### src/rtl/noc_pe_interface.sv
// PE network interface: host TX/RX channels to and from a mesh router PE port.
// Latency 1 cycle each way; TX backpressures via s_ready, RX drops flits when its FIFO is full.

module noc_pe_fifo #(
    parameter int WIDTH = 8,
    parameter int DEPTH = 4
) (
    input  logic             clk,
    input  logic             rstn,
    input  logic             i_push,
    input  logic [WIDTH-1:0] i_push_dat,
    input  logic             i_pop,
    output logic [WIDTH-1:0] o_head_dat,
    output logic             o_empty,
    output logic             o_full
);
    localparam int AW = $clog2(DEPTH);

    // Pointers carry one extra wrap bit so full and empty are distinguishable.
    logic [AW:0]      r_wr_ptr;
    logic [AW:0]      r_rd_ptr;
    logic [WIDTH-1:0] r_mem [DEPTH];

    always_ff @(posedge clk or negedge rstn) begin
        if (!rstn) begin
            r_wr_ptr <= '0;
            r_rd_ptr <= '0;
        end else begin
            if (i_push) r_wr_ptr <= r_wr_ptr + 1'b1;
            if (i_pop)  r_rd_ptr <= r_rd_ptr + 1'b1;
        end
    end

    always_ff @(posedge clk) begin
        if (i_push) r_mem[r_wr_ptr[AW-1:0]] <= i_push_dat;
    end

    assign o_empty    = (r_wr_ptr == r_rd_ptr);
    assign o_full     = (r_wr_ptr[AW] != r_rd_ptr[AW]) &&
                        (r_wr_ptr[AW-1:0] == r_rd_ptr[AW-1:0]);
    // Storage is not reset, so the head is masked to zero while empty.
    assign o_head_dat = o_empty ? '0 : r_mem[r_rd_ptr[AW-1:0]];
endmodule

module noc_pe_interface #(
    parameter int X           = 4,
    parameter int Y           = 4,
    parameter int x_coord     = 0,
    parameter int y_coord     = 0,
    parameter int data_width  = 256,
    parameter int x_size      = 2,
    parameter int y_size      = 2,
    parameter int total_width = x_size + y_size + data_width,
    parameter int TX_DEPTH    = 4,
    parameter int RX_DEPTH    = 4
) (
    input  logic                   clk,
    input  logic                   rstn,
    input  logic                   s_valid,
    output logic                   s_ready,
    input  logic [data_width-1:0]  s_data,
    input  logic [x_size-1:0]      s_dest_x,
    input  logic [y_size-1:0]      s_dest_y,
    output logic                   o_valid,
    output logic [total_width-1:0] o_data,
    input  logic                   i_ready,
    input  logic                   i_valid,
    input  logic [total_width-1:0] i_data,
    output logic                   m_valid,
    input  logic                   m_ready,
    output logic [data_width-1:0]  m_data,
    output logic                   rx_overflow,
    output logic                   misroute,
    output logic [15:0]            tx_count,
    output logic [15:0]            rx_count,
    output logic [15:0]            drop_count
);
    localparam logic [x_size-1:0] LP_OWN_X = x_size'(x_coord);
    localparam logic [y_size-1:0] LP_OWN_Y = y_size'(y_coord);

    logic                   w_tx_empty;
    logic                   w_tx_full;
    logic                   w_tx_push;
    logic                   w_tx_pop;
    logic [total_width-1:0] w_tx_flit;

    logic                   w_rx_empty;
    logic                   w_rx_full;
    logic                   w_rx_push;
    logic                   w_rx_pop;
    logic                   w_rx_drop;
    logic [x_size-1:0]      w_rx_x;
    logic [y_size-1:0]      w_rx_y;
    logic                   w_rx_misroute;

    logic                   r_rx_overflow;
    logic                   r_misroute;
    logic [15:0]            r_tx_count;
    logic [15:0]            r_rx_count;
    logic [15:0]            r_drop_count;

    // rstn gates s_ready so it is low during reset and high on the first cycle after release.
    assign s_ready   = rstn && !w_tx_full;
    assign w_tx_push = s_valid && s_ready;
    assign w_tx_flit = {s_dest_y, s_dest_x, s_data};
    assign o_valid   = !w_tx_empty;
    assign w_tx_pop  = o_valid && i_ready;

    noc_pe_fifo #(
        .WIDTH (total_width),
        .DEPTH (TX_DEPTH)
    ) u_tx_fifo (
        .clk        (clk),
        .rstn       (rstn),
        .i_push     (w_tx_push),
        .i_push_dat (w_tx_flit),
        .i_pop      (w_tx_pop),
        .o_head_dat (o_data),
        .o_empty    (w_tx_empty),
        .o_full     (w_tx_full)
    );

    // A full RX FIFO still accepts a flit when the host pops in the same cycle.
    assign m_valid   = !w_rx_empty;
    assign w_rx_pop  = m_valid && m_ready;
    assign w_rx_push = i_valid && (!w_rx_full || w_rx_pop);
    assign w_rx_drop = i_valid && w_rx_full && !w_rx_pop;

    assign w_rx_x        = i_data[data_width +: x_size];
    assign w_rx_y        = i_data[data_width + x_size +: y_size];
    assign w_rx_misroute = (w_rx_x != LP_OWN_X) || (w_rx_y != LP_OWN_Y) ||
                           (int'(w_rx_x) >= X) || (int'(w_rx_y) >= Y);

    noc_pe_fifo #(
        .WIDTH (data_width),
        .DEPTH (RX_DEPTH)
    ) u_rx_fifo (
        .clk        (clk),
        .rstn       (rstn),
        .i_push     (w_rx_push),
        .i_push_dat (i_data[data_width-1:0]),
        .i_pop      (w_rx_pop),
        .o_head_dat (m_data),
        .o_empty    (w_rx_empty),
        .o_full     (w_rx_full)
    );

    always_ff @(posedge clk or negedge rstn) begin
        if (!rstn) begin
            r_rx_overflow <= 1'b0;
            r_misroute    <= 1'b0;
            r_tx_count    <= '0;
            r_rx_count    <= '0;
            r_drop_count  <= '0;
        end else begin
            if (w_rx_drop)                 r_rx_overflow <= 1'b1;
            if (i_valid && w_rx_misroute)  r_misroute    <= 1'b1;
            if (w_tx_pop)                  r_tx_count    <= r_tx_count + 16'd1;
            if (w_rx_push)                 r_rx_count    <= r_rx_count + 16'd1;
            if (w_rx_drop && (r_drop_count != 16'hFFFF))
                r_drop_count <= r_drop_count + 16'd1;
        end
    end

    assign rx_overflow = r_rx_overflow;
    assign misroute    = r_misroute;
    assign tx_count    = r_tx_count;
    assign rx_count    = r_rx_count;
    assign drop_count  = r_drop_count;
endmodule

### config.mk
export PLATFORM = sky130hd
export DESIGN_NAME = noc_pe_interface
export DESIGN_NICKNAME = d
export VERILOG_FILES = /design/src/rtl/noc_pe_interface.sv
export SDC_FILE = /design/constraint.sdc
export NUM_CORES = 2
export LEC_CHECK = 0
export CAP_MARGIN = 20
export CORE_MARGIN = 2
export CORE_UTILIZATION = 25
export CTS_CLUSTER_SIZE = 8
export DETAILED_ROUTE_END_ITERATION = 8
export GPL_TIMING_DRIVEN = 0
export SYNTH_ARGS = -nofsm -noshare
export SYNTH_HDL_FRONTEND = slang
export SYNTH_SLANG_ARGS = --single-unit
### constraint.sdc
create_clock -name clk -period 9.3 [get_ports clk]
set_clock_uncertainty 0.2 [all_clocks]
set_input_delay 2.325 -clock clk [delete_from_list [all_inputs] [get_ports clk]]
set_output_delay 2.325 -clock clk [all_outputs]
set_load 0.005 [all_outputs]
Word level (Yosys, flattened, before mapping)
Memory sizes are Yosys's and may differ from the RTL's. Cells that the tools add are included.

Divide/modulo/power cells: 0. Shift-type cells: 0. Multipliers: 0. Bitwise logic cells: 0. Reductions and logical operators: 20. Muxes and demuxes: 6. $lt $le $gt $ge: 0. Eq/ne operators: 7. Add/subtract/negate cells: 7.

Operators with widths (count): $mux 260 (1); $mux 256 (1); $add 16x1->16 const B (3); $ne 16x16->1 const B (1); $add 3x1->3 const B (4); $logic_and 1x1->1 (11); $eq 3x3->1 (2); $logic_not 1->1 (5); $eq 2x2->1 (2); $mux 1 (4); $reduce_bool 2->1 (2); $logic_or 1x1->1 (2); $ne 1x1->1 (2).

Latch bits: 0. Bits in read-only memories: 0. Memories kept: 2. Input port bits: 526. Bits in registers: 62. Logic and storage cells: 51. Bits in writable memories: 2064. Output and inout bits: 569.

Memory list: u_tx_fifo.r_mem (words 4, width 260, read ports 1, clocked after Yosys merged registers in 0, write ports 1, line 22) `logic [WIDTH-1:0] r_mem [DEPTH];`; u_rx_fifo.r_mem (words 4, width 256, read ports 1, clocked after Yosys merged registers in 0, write ports 1, line 22).

Logic depth before layout (Yosys ltp)
Depth in word-level cells: 7. Gate-level depth with buffers: 7. Gate-level depth less buffers: 5.

Cells and area by module
A second synthesis with hierarchy kept.

Cell total of the unflattened synthesis: 3647. Area total of the unflattened synthesis: 82711.8 um^2.

By module, submodules not included: noc_pe_fifo (u_tx_fifo) (seq. area each 31380.1 um^2, cells each 1733, times used 1, area each 40405.0 um^2); noc_pe_fifo (u_rx_fifo) (seq. area each 30899.6 um^2, cells each 1709, times used 1, area each 39985.8 um^2); noc_pe_interface (seq. area each 1251.2 um^2, cells each 205, times used 1, area each 2321.0 um^2).

Worst setup path after synthesis
OpenSTA, ideal clock, no wires.

Path kind: input to register. Start point: input port m_ready. End point: memory u_rx_fifo.r_mem[2][0] (netlist name) (enable). Stages on the path: 3. Path slack: -0.222 ns. Data required time: 8.451 ns. Buffers on the path: 1. Library setup time: 0.649 ns. Arrival time: 8.673 ns. Cells stage by stage: o41a_1 > clkbuf_1 > and2_1.

Cells in the longest elaborated chain, start to end: 5.

RTL lines: from (decl) (line 70) `input logic m_ready,`; $logic_and 1x1->1 (line 125) `assign w_rx_pop = m_valid && m_ready;`; $logic_or 1x1->1 (line 126) `assign w_rx_push = i_valid && (!w_rx_full || w_rx_pop);`; $logic_and 1x1->1 (line 126); $mux 1 (line 35) `if (i_push) r_mem[r_wr_ptr[AW-1:0]] <= i_push_dat;`; $mux 1 (implied by the code) (line 35); to (decl) (line 22).

No other way between the ends.

Worst setup path after layout
Start point: register u_tx_fifo.r_rd_ptr[1]. End point: output port o_data[102].

Cells in the longest elaborated chain, start to end: 2. Elaborated cells on any way between the ends: 3. Those cells by class: eq/ne (1); mux (1); memory (1).

RTL lines: from (decl) (line 21) `logic [AW:0] r_rd_ptr;`; from (signal assigned) (line 30) `if (i_pop) r_rd_ptr <= r_rd_ptr + 1'b1;`; $mem_v2 4x260 / $eq 3x3->1 (equally long branches); $mux 260 * (line 42) `assign o_head_dat = o_empty ? '0 : r_mem[r_rd_ptr[AW-1:0]];`; to (decl) (line 65) `output logic [total_width-1:0] o_data,`.

Mark *: on every way between the ends. The rest lies on a longest branch, timed or not.

==> results by stage <==
Setup path:
- The number of cell instances on the worst register-to-register path is 10.
- The count of buffer and inverter cells on the critical path is 5.
- In this run the critical register-to-register path is captured at u_rx_fifo.r_mem[1][86].
- The dominant delay contributor by cell family on the critical path is buffers and inverters.
- The critical path goes through buf_2, xor2_1, nor3_1, inv_1, clkbuf_2, clkbuf_1, and2_1, clkdlybuf4s50_1.
- The startpoint identified for the worst register-to-register timing path is u_rx_fifo.r_rd_ptr[1].
- The worst setup path is captured at an output port.
- The slowest cell on the critical path is nor3_1.
- Across all register-to-register paths, the minimum setup slack is 4650 ps.
- The category of the most critical setup path is reg -> out.
- Along the worst path, the maximum fanout reaches 11.
- The worst stage delay on the critical path is 730 ps.
- For the worst setup path, the data arrival time is 4920 ps.
- Data on the critical path is required at its endpoint by 6780 ps.
- The worst setup path is launched from a flip-flop.

Synth:
- The Yosys step of the flow raised 0 warnings.
- The area of the mapped netlist is 0.0806 mm^2.
- The cell type with the largest total area after synthesis is edfxtp_1.
- The share of synthesized area in the top cell type comes to 0.769.
- By area the synthesized netlist is led by edfxtp_1 77%, mux4_2 14%, and2_1 4.1%.
- The sequential cell area fraction in the yosys report is 0.788.
- Counting flops and latches in the post-synthesis netlist gives 2126.
- Synthesis handed over a netlist of 3540 instances.
- The netlist uses 36 different library cells.
- The mean instance size in the synthesized netlist is 22.8 um^2.
- When the netlist entered floorplanning its net count stood at 4079.

STA:
- The final worst-path setup slack is 1850 ps.
- The number of max-slew violations in the final report was 0.
- Setup violations remaining at the end of the flow were counted as 0.
- Setup repair after global routing left no endpoint under its margin.
- For the pin with the worst max-slew slack, the measured transition is 1060 ps.
- The share of the cycle needed by the critical path after routing is 0.801.
- The final number of hold-violating endpoints is 0.
- The worst pin sits at a relative slew slack of 0.290.
- The worst hold slack is 263 ps.
- The highest clock rate is 134 MHz.
- The final critical-path required period is 7450 ps.

Min path:
- In this run the most critical hold path is launched from rx_overflow.
- The number of stages on the worst hold path is 1.
- The worst hold endpoint is rx_overflow.
- The kind of path behind the tightest hold check is reg -> reg.

Placed design:
- The HPWL after detailed placement is 179000 um.
- The count of buffers from port buffering is 1094.
- The final weighted congestion in routability-driven placement is 0.837.
- The setup slack at placement is 2270 ps.

Final layout:
- From synthesis to final layout, the design area changed by 32.8%.
- The filler cells instantiated in the layout total 30220.
- In the final layout, the share of cells above drive strength 1 is 0.194.
- Summing all multi-input logic gate instances after layout gives 0.0163 mm^2.
- After the last flow step, the layout net total stands at 5537.
- The sequential cells in the finished layout cover a total of 0.0635 mm^2.

Route:
- In the routed design, unresolved DRC markers number 0.
- The sum of routed wire length over all layers is 246000 um.
- Dividing the detail-routed via count by the number of cells gives 4.38.
- Dividing the detail-routed wire length by the instance count gives 26.1 um.
- The total vias in the final route is 41306.
- The first-pass detailed-route iteration total is 5.
- The number of design-rule violations left by the first detailed-router iteration is 3321.
- The remaining antenna violation count after routing is 0.

Clock network:
- CTS saw 2126 sinks.
- The post-CTS setup-driven buffer insertion count is 0.
- The CTS clock-pin slew for the worst setup and hold paths is 50 ps.
- The number of clock buffers inserted by TritonCTS is 308.
- The total of cells resized after clock tree synthesis is 0.
- The library cell used as clock root buffer is clkbuf_16.
- For this design, the CTS-stage hold fixing added 0 buffers.
- The clock latency on the worst-skew pair is 840 ps.
- In this run the number of H-tree levels came out at 5.
- The maximum count of clock buffers along a single path is 4.
- TritonCTS built the clock tree.

Global routing:
- The via count of the first global-routing pass came to 43521.
- Entering global routing, the biggest net connects 54 pins.
- For met2 alone, demand over resource in global routing was 0.252.
- In this run the most used layer during global routing was met2.
- The initial antenna violation count was 134.
- For met3 alone, demand over resource in global routing was 0.0737.
- The residual overflow from global routing is 0.
- The first global-routing pass estimated 336000 um of wire.
- The global-route track usage on met1 is 0.153.
- The overall global routing resource usage is 0.145.

Floorplan:
- The area of the core is 0.321 mm^2.
- In this run the core area contains 208 standard-cell rows.
- Measured along the x axis, the die boundary spans 572 um.
- From bottom edge to top edge, the die measures 572 um.
- The initial utilization of the core area, before any placement, comes to 0.251.
- The boundary pin count is 1095.
- The floorplan step defined a die boundary enclosing 0.327 mm^2.

Pwr:
- Across the VDD grid, the largest voltage drop is 252 uV.
- The static leakage power is 0.0342 uW.
- The total power divided by cell area is 353 mW/mm^2.

Run status:
- The run finished with clean final reports.

Run:
- The max-capacitance violation count is 0.
-- cell usage after synthesis --
cell       instances
and3_1            12
o21ai_0            1
dfrtp_1           62
xnor2_1           19
and2_1           522
nand2b_1           3
nor3_1            14
or4_4              1
nor2_1             5
ha_1              13
nand2_1           19
mux2_2             7
buf_6              3
inv_1              8
clkbuf_1         123
nor4bb_1           1
nand3_1           15
mux4_2           516
nor2b_1            1
buf_1              6
o31a_1             1
xor2_2             1
edfxtp_1        2064
nand4_1           13
or3b_2             1
and4_1             4
o31ai_1            1
nor3b_1            1
xor2_1            38
nor4_2             2
nor4_1            12
buf_2             46
a2bb2oi_1          1
nor4b_1            1
o41ai_1            2
o41a_1             1
-- report_power, final --
group / leakage [uW] / internal (uW) / switching (uW) / total (uW)
Combinational: 0.0104 / 7580 / 7560 / 15100
Sequential: 0.0196 / 12200 / 347 / 12600
Clock: 0.00416 / 6110 / 3980 / 10100
-- state kept, by name, summed over array words and instances, names as in the netlist --
signal and flops:
drop_count 16, misroute 1, rx_count 16, rx_overflow 1, tx_count 16, u_rx_fifo.r_mem 1024
u_rx_fifo.r_rd_ptr 3, u_rx_fifo.r_wr_ptr 3, u_tx_fifo.r_mem 1040, u_tx_fifo.r_rd_ptr 3, u_tx_fifo.r_wr_ptr 3
-- logic make-up after synthesis --
kind of cell	after synthesis	share of synthesized area
mux	523	0.145
flops	2126	0.788
buf+inv	186	0.00965
xor+xnor	58	0.00640
simple gates	627	0.0479
compound gates	7	0.000730
fa+ha+maj	13	0.00202
-- cell type report --
| cell class | count | area share |
|---|---|---|
| timing repair buffer | 1148 | 0.115 |
| clock inverter | 31 | 0.00544 |
| multi-input combinational | 1228 | 0.153 |
| tap | 4305 | 0.0503 |
| clock buffer | 360 | 0.0748 |
| sequential | 2126 | 0.594 |
| buffer | 178 | 0.00706 |
| antenna | 40 | 0.000935 |
| inverter | 8 | 0.000281 |
-- cell usage in the layout, fill, tap and decap left out, types with 4 or more instances in the layout --
master,n
dfrtp_1,62
xnor2_1,19
clkdlybuf4s50_1,1093
mux4_2,516
clkinv_16,9
and3_4,4
clkbuf_16,313
nor3_1,14
mux2_2,7
and4_1,4
buf_16,43
nor2_1,5
nand2_1,19
buf_1,5
nor4_1,12
buf_8,8
and2_1,518
and2_4,4
ha_1,13
diode_2,40
nand3_1,15
clkbuf_1,165
nand4_1,13
inv_1,8
edfxtp_1,2064
and3_1,8
xor2_1,38
buf_2,47
clkbuf_2,5
clkinv_8,6
-- stage by stage --
step | total power [uW] | setup TNS [ps] | util | instances | area (um^2)
after floorplan | 19200 | -23220 | - | 3540 | 80600
after global placement | 28400 | -7895930 | 0.302 | 8939 | 97000
after detailed placement | 28200 | 0 | 0.306 | 8992 | 98300
after CTS | 38500 | 0 | 0.333 | 9383 | 107000
after global routing | 39500 | 0 | 0.333 | 9389 | 107000
final | 37800 | 0 | 0.334 | 9424 | 107000
-- layer usage --
metal,up-vias,wire length [um]
met2,1717,123000
met3,557,30700
met4,118,7870
met1,21470,84300
met5,-,748
li1,17444,-
-- worst register-to-register path: stages (launching register included) --
cell and delay, ps:
dfrtp_1 340, buf_2 250, xor2_2 250, o41a_1 440, clkbuf_1 490, and2_4 510
buf_16 310, buf_16 330, buf_16 410, buf_16 340, buf_16 340
-- worst max path at each step --
| stage | from | to | slack, ps | cells past startpoint |
|---|---|---|---|---|
| after floorplan | rstn | u_tx_fifo.r_mem[0][0] | -90 | 2 |
| after global placement | rstn | u_tx_fifo.r_mem[0][66] | -9310 | 3 |
| after detailed placement | i_valid | u_rx_fifo.r_mem[1][106] | 2270 | 9 |
| after CTS | u_tx_fifo.r_rd_ptr[1] | o_data[174] | 1480 | 8 |
| after global routing | u_tx_fifo.r_rd_ptr[1] | o_data[102] | 1560 | 8 |
| final | u_tx_fifo.r_rd_ptr[1] | o_data[102] | 1850 | 8 |
Note: power is estimated with default switching activity, not from simulation.
